--- src/rtl/pdp6_console_pkg.sv ---
// Shared constants and helpers for the console key conditioning logic.
// Repeat-related defaults are only consumed when KEY_RPT_EN is defined.
package pdp6_console_pkg;

  localparam int unsigned DEF_N       = 8;
  localparam int unsigned DEF_SETTLE  = 1000;
  localparam int unsigned DEF_CW      = 10;
  localparam int unsigned DEF_RW      = 16;
  localparam int unsigned DEF_RPT_DLY = 30000;
  localparam int unsigned DEF_RPT_PER = 10000;

  // Smallest width able to hold the values 0 .. cycles-1 (never below 1).
  function automatic int unsigned min_width(input int unsigned cycles);
    int unsigned w;
    w = 1;
    for (int unsigned i = 1; i < 32; i++) begin
      if ((32'd1 << w) < cycles) w = i + 1;
    end
    return w;
  endfunction

endpackage

--- src/rtl/key_debounce_bit.sv ---
// One key: two-flop synchroniser, settle counter, and (with KEY_RPT_EN)
// an auto-repeat counter that pulses while the debounced level is high.
module key_debounce_bit
  import pdp6_console_pkg::*;
#(
  parameter int unsigned SETTLE  = DEF_SETTLE,
  parameter int unsigned CW      = DEF_CW,
  parameter int unsigned RW      = DEF_RW,
  parameter int unsigned RPT_DLY = DEF_RPT_DLY,
  parameter int unsigned RPT_PER = DEF_RPT_PER
) (
  input  logic clk,
  input  logic reset,
  input  logic key_in,
  output logic key_out,
  output logic diff,
  output logic rpt
);

  logic          s1_q, s2_q;
  logic          out_q, out_d;
  logic [CW-1:0] cnt_q, cnt_d;

  always_ff @(posedge clk or posedge reset) begin
    if (reset) begin
      s1_q  <= 1'b0;
      s2_q  <= 1'b0;
      out_q <= 1'b0;
      cnt_q <= '0;
    end else begin
      s1_q  <= key_in;
      s2_q  <= s1_q;
      out_q <= out_d;
      cnt_q <= cnt_d;
    end
  end

  // Any cycle where the synchronised level agrees with the output restarts the count.
  always_comb begin
    diff  = s2_q ^ out_q;
    out_d = out_q;
    cnt_d = cnt_q;
    if (!diff) begin
      cnt_d = '0;
    end else if (cnt_q == CW'(SETTLE - 1)) begin
      out_d = s2_q;
      cnt_d = '0;
    end else begin
      cnt_d = cnt_q + CW'(1);
    end
  end

  assign key_out = out_q;

`ifdef KEY_RPT_EN
  logic [RW-1:0] rcnt_q, rcnt_d;
  logic          rpt_hit;

  always_ff @(posedge clk or posedge reset) begin
    if (reset) rcnt_q <= '0;
    else       rcnt_q <= rcnt_d;
  end

  // Reloading to DLY-PER on each pulse makes every later interval PER cycles.
  always_comb begin
    rpt_hit = (rcnt_q == RW'(RPT_DLY - 1));
    rpt     = out_q & rpt_hit;
    rcnt_d  = rcnt_q + RW'(1);
    if (!out_q)       rcnt_d = '0;
    else if (rpt_hit) rcnt_d = RW'(RPT_DLY - RPT_PER);
  end
`else
  logic cfg_unused;
  assign cfg_unused = (RW + RPT_DLY + RPT_PER) != 0;
  assign rpt        = 1'b0;
`endif

endmodule

--- src/rtl/key_debounce.sv ---
// Debounces a bank of N asynchronous console keys; optional auto-repeat
// pulses are built when KEY_RPT_EN is defined.
module key_debounce
  import pdp6_console_pkg::*;
#(
  parameter int unsigned N       = DEF_N,
  parameter int unsigned SETTLE  = DEF_SETTLE,
  parameter int unsigned CW      = DEF_CW,
  parameter int unsigned RW      = DEF_RW,
  parameter int unsigned RPT_DLY = DEF_RPT_DLY,
  parameter int unsigned RPT_PER = DEF_RPT_PER
) (
  input  logic         clk,
  input  logic         reset,
  input  logic [N-1:0] keys_in,
  output logic [N-1:0] keys_out,
  output logic         settling,
  output logic [N-1:0] rpt
);

  logic [N-1:0] diff_w;

  for (genvar i = 0; i < N; i++) begin : g_key
    key_debounce_bit #(
      .SETTLE (SETTLE),
      .CW     (CW),
      .RW     (RW),
      .RPT_DLY(RPT_DLY),
      .RPT_PER(RPT_PER)
    ) u_bit (
      .clk    (clk),
      .reset  (reset),
      .key_in (keys_in[i]),
      .key_out(keys_out[i]),
      .diff   (diff_w[i]),
      .rpt    (rpt[i])
    );
  end

  assign settling = |diff_w;

endmodule

--- config.mk ---
export PLATFORM = sky130hd
export DESIGN_NAME = key_debounce
export DESIGN_NICKNAME = d
export VERILOG_FILES = /design/src/rtl/pdp6_console_pkg.sv /design/src/rtl/key_debounce_bit.sv /design/src/rtl/key_debounce.sv
export SDC_FILE = /design/constraint.sdc
export NUM_CORES = 1
export LEC_CHECK = 0
export BUFFER_PORTS_ARGS = -buffer_cell sky130_fd_sc_hd__buf_2
export CAP_MARGIN = 10
export CORE_ASPECT_RATIO = 1.25
export CORE_MARGIN = 1.5
export CORE_UTILIZATION = 66
export DETAILED_ROUTE_END_ITERATION = 10
export MAX_ROUTING_LAYER = met4
export PLACE_DENSITY = 0.85
export SKIP_CTS_REPAIR_TIMING = 1
export SLEW_MARGIN = 15
export SYNTH_ARGS = -nofsm -noshare
export SYNTH_HDL_FRONTEND = slang
export SYNTH_HIERARCHICAL = 1
export SYNTH_SLANG_ARGS = --single-unit
--- constraint.sdc ---
create_clock -name clk -period 4.6 [get_ports clk]
set_input_delay 0.23 -clock clk [delete_from_list [all_inputs] [get_ports clk]]
set_output_delay 0.23 -clock clk [all_outputs]
set_load 0.05 [all_outputs]
== Word-level counts from Yosys, hierarchy flattened ==
Index checks and enable logic that the tools add are counted.
W data, S select, Z words.
Cells by class
  muxes and demuxes: 16
  reductions and logical operators: 9
  eq/ne operators: 8
  bitwise gates (word level): 8
  add/sub/neg operators: 8
Operators by type and width (count)
  $mux W10: 16
  $add A10 B1 Y10 const B: 8
  $eq A10 B10 Y1 const B: 8
  $reduce_and A2 Y1: 8
  $reduce_or A8 Y1: 1
  $xor A1 B1 Y1: 8
Word-level totals
  flip-flop bits (word level): 104
  input bits: 10
  logic and storage cells: 81
  output and inout bits: 17

== Longest topological paths before layout ==
Gate-level depths: netlist of run 1.
  depth after elaboration: 3
  mapped depth: 5
  gate-level depth less buffers: 5

== Hierarchy ==
Netlist of run 1, hierarchy kept.
Modules (own cells, without submodules)
  key_debounce_bit: cells an instance 59, times used 8, sequential area each 325.3 um^2, area each 628.1 um^2
  key_debounce: cells an instance 3, times used 1, sequential area each 0.0 um^2, area each 16.3 um^2

== Worst setup path after synthesis of run 1 ==
OpenSTA, ideal clock, no wires.
  kind: register to output
  from: reg g_key[1].u_bit.out_q
  to: out settling
  path buffers: 0
  slack: 2.807 ns
  arrival time: 1.563 ns
  stages on the path, launching flop included: 5
  data required time: 4.370 ns
  cell sequence: dfrtp_1 -> xnor2_1 -> inv_1 -> nor4_1 -> nand2_1
Between the ends
  longest elaborated chain between the ends: 2
Ends and longest elaborated chain
  start: declaration: line key_debounce_bit.sv:21  | logic out_q, out_d;
  start signal: assignment: line key_debounce_bit.sv:33  | out_q <= out_d;
  $xor A1 B1 Y1: line key_debounce_bit.sv:40  | diff = s2_q ^ out_q;
  named net diff_w[1]: line key_debounce.sv:21  | logic [N-1:0] diff_w;
  $reduce_or A8 Y1: line key_debounce.sv:40  | assign settling = |diff_w;
  end: declaration: line key_debounce.sv:17  | output logic settling,
The timed path passes the listed nets, and every way through them passes these cells.

== Worst setup path after layout of run 1 ==
  from: reg g_key[6].u_bit.out_q
  to: out settling
Between the ends
  longest elaborated chain between the ends: 2
Ends and longest elaborated chain (line)
  start: declaration: key_debounce_bit.sv:21
  start signal: assignment: key_debounce_bit.sv:33
  $xor A1 B1 Y1: key_debounce_bit.sv:40
  named net diff_w[6]: key_debounce.sv:21
  $reduce_or A8 Y1: key_debounce.sv:40
The timed path passes the listed nets, and every way through them passes these cells.

==> out/results.ini, run 1 <==
[setup_path]
worstPathMaxFanout = 4
r2r-start = g_key[7].u_bit/cnt_q[0]
endpoint = settling
critPathRequiredTime_ns = 4.37
startpoint = g_key[6].u_bit/key_out
ff2ff_setup_slack_ns = 2.84
cp.arrival_ns = 2.02
cp-end-kind = primary output
rr_endpoint = g_key[7].u_bit/key_out
worstSetupStartpointType = register
worst_r2r_path_depth = 5
crit_type = register to primary output

[global_route]
grt_pass1_vias = 3530
grt_max_degree = 18
grtUsageTotal = 0.260
grt_pass1_wl_um = 15800
antenna_found_initial = 0
gr-total-overflow = 0

[sta]
fmax_mhz = 444
fin_tns_setup_ns = 0
fin_crit_ns = 2.25
tightest_slew_ns = 0.519
setup_viol = 0
skew_ns = 0.0126
holdWs_ns = -0.0353
slew_headroom = 0.654
setup_slack_ns = 2.35
fin_crit_sh = 0.490
hold_violations = 104
rsz0062_at_grt = false
slew_viol_final = 0

[clock_network]
clockBufferDepth = 2
ctsRootBufferMaster = clkbuf_8
htree_num_levels = 3
cts_sinks = 104
cts_tree = built
path_clk_slew_ns = 0.10
clock_latency_ns = 0.37
cts_inserted_buffers = 9

[power]
leakagePower_nw = 2.54
power_density_nw_per_um2 = 311
ir_drop_uv = 261

[yosys]
synth_fa_ha_area_frac = 0.0199
ys_seq_elements = 104
synth_area_leaders = dfrtp_1 (52%), nor2_1 (4.8%), xnor2_1 (4.2%)
synth_compound_area_frac = 0.0695
synth_top_family_by_area = simple AND/OR/NAND/NOR gates
ys_warn_count = 6
synth_area_per_cell_um2 = 10.6
netlist_area_um2 = 5040
synthMuxAreaShare = 0.0179
yosysUniqueCellTypes = 29
synth_top_area_share = 0.516
synth-xor-area-share = 0.0834
syn_inst = 475
synth_nets = 493
yosys.area_share.simple = 0.251
yosysSeqAreaShare = 0.516
synth.largest_area_cell = dfrtp_1

[floorplanning]
dieWidth_um = 81.2
io-pin-count = 27
placementRows = 35
dieArea_um2 = 8170
die_h_um = 101
fp.coreArea_um2 = 7400
initial_core_util = 0.681

[drt]
drt-vias-per-instance = 5.79
vias = 3479
routed_wl_um = 9290
dr.pass1.iters = 4
ant_nets = 0
route.detailed.drc = 0
drtIter0Drc = 167
drt-wirelength-per-cell_um = 15.5

[layout]
fin_util = 0.744
fin_nets = 522
fillers = 515
diodes = 0
area_growth_pct = 9.18
drive_above_1_share = 0.161
layout_commonest_cell = dfrtp_1
most-common-layout-cells = dfrtp_1 (104), nor2_1 (64), inv_1 (32), nand3_1 (32)

[run]
maxCapViolations = 0

[placed_design]
gp_congestion = 0.819
dpl_worst_slack_ns = 2.81
dp_hpwl_um = 6310
portBuffers = 18

[status]
violations = hold timing
status = finished, violations left

[hold_path]
hp-class = primary input to asynchronous set/reset pin

[worst min-delay path by stage]
stage          slack [ns]                 endpoint                 from  cells past startpoint
2_1_floorplan        0.11  g_key[0].u_bit/cnt_q[0]                reset                      1
3_3_place_gp         0.33      g_key[0].u_bit/s2_q  g_key[0].u_bit/s1_q                      0
3_5_place_dp         0.34      g_key[7].u_bit/s2_q  g_key[7].u_bit/s1_q                      0
4_1_cts             -0.06      g_key[2].u_bit/s1_q           keys_in[2]                      1
5_1_grt             0.002  g_key[3].u_bit/cnt_q[3]                reset                      2
6_report            -0.04  g_key[3].u_bit/cnt_q[3]                reset                      2
[critical path, cell delays in order, from the launching register on]
cell     delay, ns
dfrtp_1       0.41
xnor2_1       0.28
inv_1         0.15
nor4_1        0.43
nand2_1       0.14
buf_2         0.24
[Yosys cell counts]
cell type / instances
and3_1: 16
and3_2: 8
nor3_1: 8
dfrtp_1: 104
nor2b_4: 8
nand3b_1: 8
ha_1: 8
nand4_1: 16
nand2_1: 9
nand3_1: 32
a31oi_1: 8
buf_4: 8
mux2_1: 8
o21ai_0: 8
nor4_1: 2
o221a_1: 8
nand2b_1: 8
inv_1: 32
and3_4: 8
nor2_1: 64
xnor2_1: 24
or3_4: 8
o21ai_2: 8
o211ai_1: 8
a21oi_1: 8
xor2_1: 24
conb_1: 8
and4_1: 8
nor2_2: 8
[where the power goes]
group / leakage, nW / internal [W] / switching (W)
sequential: 1.40 / 0.000938 / 0.0000271
combinational: 1.02 / 0.0000294 / 0.0000665
clock: 0.121 / 0.000341 / 0.000311
[metrics by stage]
stage | power (W) | cell area, µm² | std cells | hold slack, ns
CTS | 0.00172 | 5420 | 593 | -0.0569
detailed placement | 0.00107 | 5190 | 577 | 0.337
global route | 0.00178 | 5500 | 601 | 0.00187
finish | 0.00171 | 5500 | 601 | -0.0353
floorplan | 0.00105 | 5040 | 475 | 0.107
global placement | 0.00107 | 5190 | 577 | 0.333
[metal layers]
metal / part of all wire / track usage / vias to the layer above
met4: 0.018 / 0.102 / 0
met1: 0.43 / 0.302 / 1720
met5: 0 / - / -
li1: - / - / 1685
met3: 0.023 / 0.0498 / 16
met2: 0.53 / 0.442 / 58
[kinds of logic (layout without fill, tap and decap cells)]
group	count (synthesis)	in the layout
adders and majority gates	8	8
buffers and inverters	40	74
xor gates and xnor gates	48	48
muxes	8	8
DFF	104	104
other	8	8
AOI/OAI and AO/OA	48	48
and+or+nand+nor	211	211
[final cells by class]
type	count	area, µm²	area share
Sequential cell	104	2600	0.473
Multi-Input combinational cell	331	2260	0.410
Timing Repair Buffer	26	170	0.0309
Clock buffer	11	151	0.0275
Inverter	32	120	0.0218
Tap cell	92	115	0.0209
Clock inverter	5	86.3	0.0157
[sequential cells by signal, summed over array words and instances (netlist names)]
name	cells
g_key.u_bit/s2_q	8
g_key.u_bit/cnt_q	80
g_key.u_bit/s1_q	8
g_key.u_bit/key_out	8
Power figures use the tool's default switching activity.
==> run 2: changes to the inputs <==
--- a/config.mk
+++ b/config.mk
@@ -9,10 +9,10 @@
 export CAP_MARGIN = 10
 export CORE_ASPECT_RATIO = 1.25
 export CORE_MARGIN = 1.5
-export CORE_UTILIZATION = 66
+export CORE_UTILIZATION = 61
 export DETAILED_ROUTE_END_ITERATION = 10
 export MAX_ROUTING_LAYER = met4
-export PLACE_DENSITY = 0.85
+export PLACE_DENSITY = 0.8
 export SKIP_CTS_REPAIR_TIMING = 1
 export SLEW_MARGIN = 15
 export SYNTH_ARGS = -nofsm -noshare
==> constraint.sdc (replaced) <==
create_clock -name clk -period 2.36 [get_ports clk]
set_input_delay 0.118 -clock clk [delete_from_list [all_inputs] [get_ports clk]]
set_output_delay 0.118 -clock clk [all_outputs]
set_load 0.05 [all_outputs]
==> run 2 against run 1 <==
Net effect:
- the flow now finishes without violations
- count of clock-buffer cells in the layout unchanged
- flip-flop and latch count unchanged
- critical path depth did not move
- clock skew is 0.0035 ns lower
- largest power group unchanged
==> out/results.ini, run 2 (synthesis gave the netlist of run 1 again) <==
[global_route]
antenna_found_initial = 0
grt_max_degree = 17
grtUsageTotal = 0.221
gr-total-overflow = 0
grt_pass1_wl_um = 15400
grt_pass1_vias = 3480

[power]
power_density_nw_per_um2 = 581
p_int_w = 0.00243
ir_drop_uv = 476
leakagePower_nw = 2.52
p_comb_frac = 0.058
p_clk_frac = 0.352
switching_share = 0.238
power.switching_w = 0.000758
pwr-share-seq = 0.590

[clock_network]
cts_inserted_buffers = 9
ctsRootBufferMaster = clkbuf_8
cts_sinks = 104
clock_latency_ns = 0.36
path_clk_slew_ns = 0.10
htree_num_levels = 3
clockBufferDepth = 2
cts_tree = built

[floorplanning]
die_h_um = 105
dieArea_um2 = 8820
initial_core_util = 0.636
fp.coreArea_um2 = 7930
dieWidth_um = 84.3
io-pin-count = 27
placementRows = 36

[layout]
largest_reg_flops = 80
register_area_um2 = 2600
fin_nets = 523
diodes = 0
most-common-layout-cells = dfrtp_1 (104), nor2_1 (64), inv_1 (32), nand3_1 (32)
area_growth_pct = 8.84
drive_above_1_share = 0.161
design_area_um2 = 5490
regMostFlops = g_key.u_bit/cnt_q
layout_commonest_cell = dfrtp_1
fillers = 607
multi_input_area_um2 = 2260

[sta]
fin_tns_setup_ns = 0
tightest_slew_ns = 0.503
rsz0062_at_grt = false
fin_crit_sh = 0.918
hold_violations = 0
fmax_mhz = 462
setup_viol = 0
skew_ns = 0.00909
slew_headroom = 0.664
fin_crit_ns = 2.17
slew_viol_final = 0

[placed_design]
portBuffers = 18
dp_hpwl_um = 6230
gp_congestion = 0.844
post_dp_cell_area_um2 = 5190

[setup_path]
r2r-start = g_key[0].u_bit/cnt_q[0]
endpoint = settling
startpoint = g_key[6].u_bit/key_out
worst_r2r_path_depth = 5
ff2ff_setup_slack_ns = 0.57
cp-end-kind = primary output
crit_type = register to primary output
critPathRequiredTime_ns = 2.24
worstSetupStartpointType = register
worstPathMaxFanout = 4
rr_endpoint = g_key[0].u_bit/key_out
cp.arrival_ns = 2.05

[drt]
drtIter0Drc = 178
routed_wl_um = 8700
m1WireLength_um = 3970
dr.pass1.iters = 5
route.detailed.drc = 0
drt-vias-per-instance = 5.69
vias = 3444
wl_met3_um = 194
drt-wirelength-per-cell_um = 14.4
topRoutingLayerUsed = met4
ant_nets = 0
wl_met2_um = 4340

[hold_path]
hp-class = register to register

[status]
status = completed

[run]
maxCapViolations = 0

run 2: cell count changes in the layout (fill, tap and decap cells not counted), sizes merged:
cell and delta:
clkinv +1, inv -2, clkinvlp +2, bufinv -1
dlygate4sd3 +1
run 2: worst max-delay path, stage by stage (launching register included):
cell	delay (ns)
dfrtp_1	0.41
xnor2_1	0.26
inv_1	0.15
nor4_1	0.46
nand2_1	0.14
buf_2	0.24
run 2: final cells by class:
| type | instances | area share |
|---|---|---|
| sequential | 104 | 0.474 |
| multi-input combinational | 331 | 0.412 |
| timing repair buffer | 27 | 0.0328 |
| clock buffer | 11 | 0.0276 |
| inverter | 32 | 0.0219 |
| tap | 95 | 0.0217 |
| clock inverter | 5 | 0.0100 |
run 2: power groups by stage:
stage	Sequential, W	Clock [W]	Combinational [W]
6_report	0.00188	0.00112	0.000185
5_1_grt	0.00189	0.00123	0.000214
4_1_cts	0.00188	0.00116	0.000178
3_5_place_dp	0.00192	0	0.000177
3_3_place_gp	0.00191	0	0.000172
2_1_floorplan	0.00190	0	0.000148
run 2: worst min path at each step:
stage,start,end,slack [ns],depth (start not counted)
6_report,g_key[3].u_bit/s1_q,g_key[3].u_bit/s2_q,0.35,0
5_1_grt,g_key[1].u_bit/s1_q,g_key[1].u_bit/s2_q,0.36,0
4_1_cts,keys_in[2],g_key[2].u_bit/s1_q,-0.17,1
3_3_place_gp,keys_in[6],g_key[6].u_bit/s1_q,0.23,1
3_5_place_dp,keys_in[6],g_key[6].u_bit/s1_q,0.23,1
2_1_floorplan,reset,g_key[0].u_bit/cnt_q[0],-0.005,1
run 2: metal layers:
metal	GRT usage	vias to the layer above
met5	-	-
met4	0.0995	0
met3	0.0458	18
met2	0.351	61
met1	0.273	1683
li1	-	1682
run 2: per-stage QoR:
step / power [W] / hold WS, ns / worst slack, ns / util / cells
after floorplan: 0.00205 / -0.00504 / 0.679 / - / 475
after CTS: 0.00322 / -0.165 / 0.210 / 0.681 / 596
after global routing: 0.00333 / 0.363 / 0.110 / 0.692 / 605
after detailed placement: 0.00209 / 0.227 / 0.577 / 0.655 / 580
final: 0.00319 / 0.351 / 0.193 / 0.692 / 605
after global placement: 0.00208 / 0.226 / 0.644 / 0.655 / 580
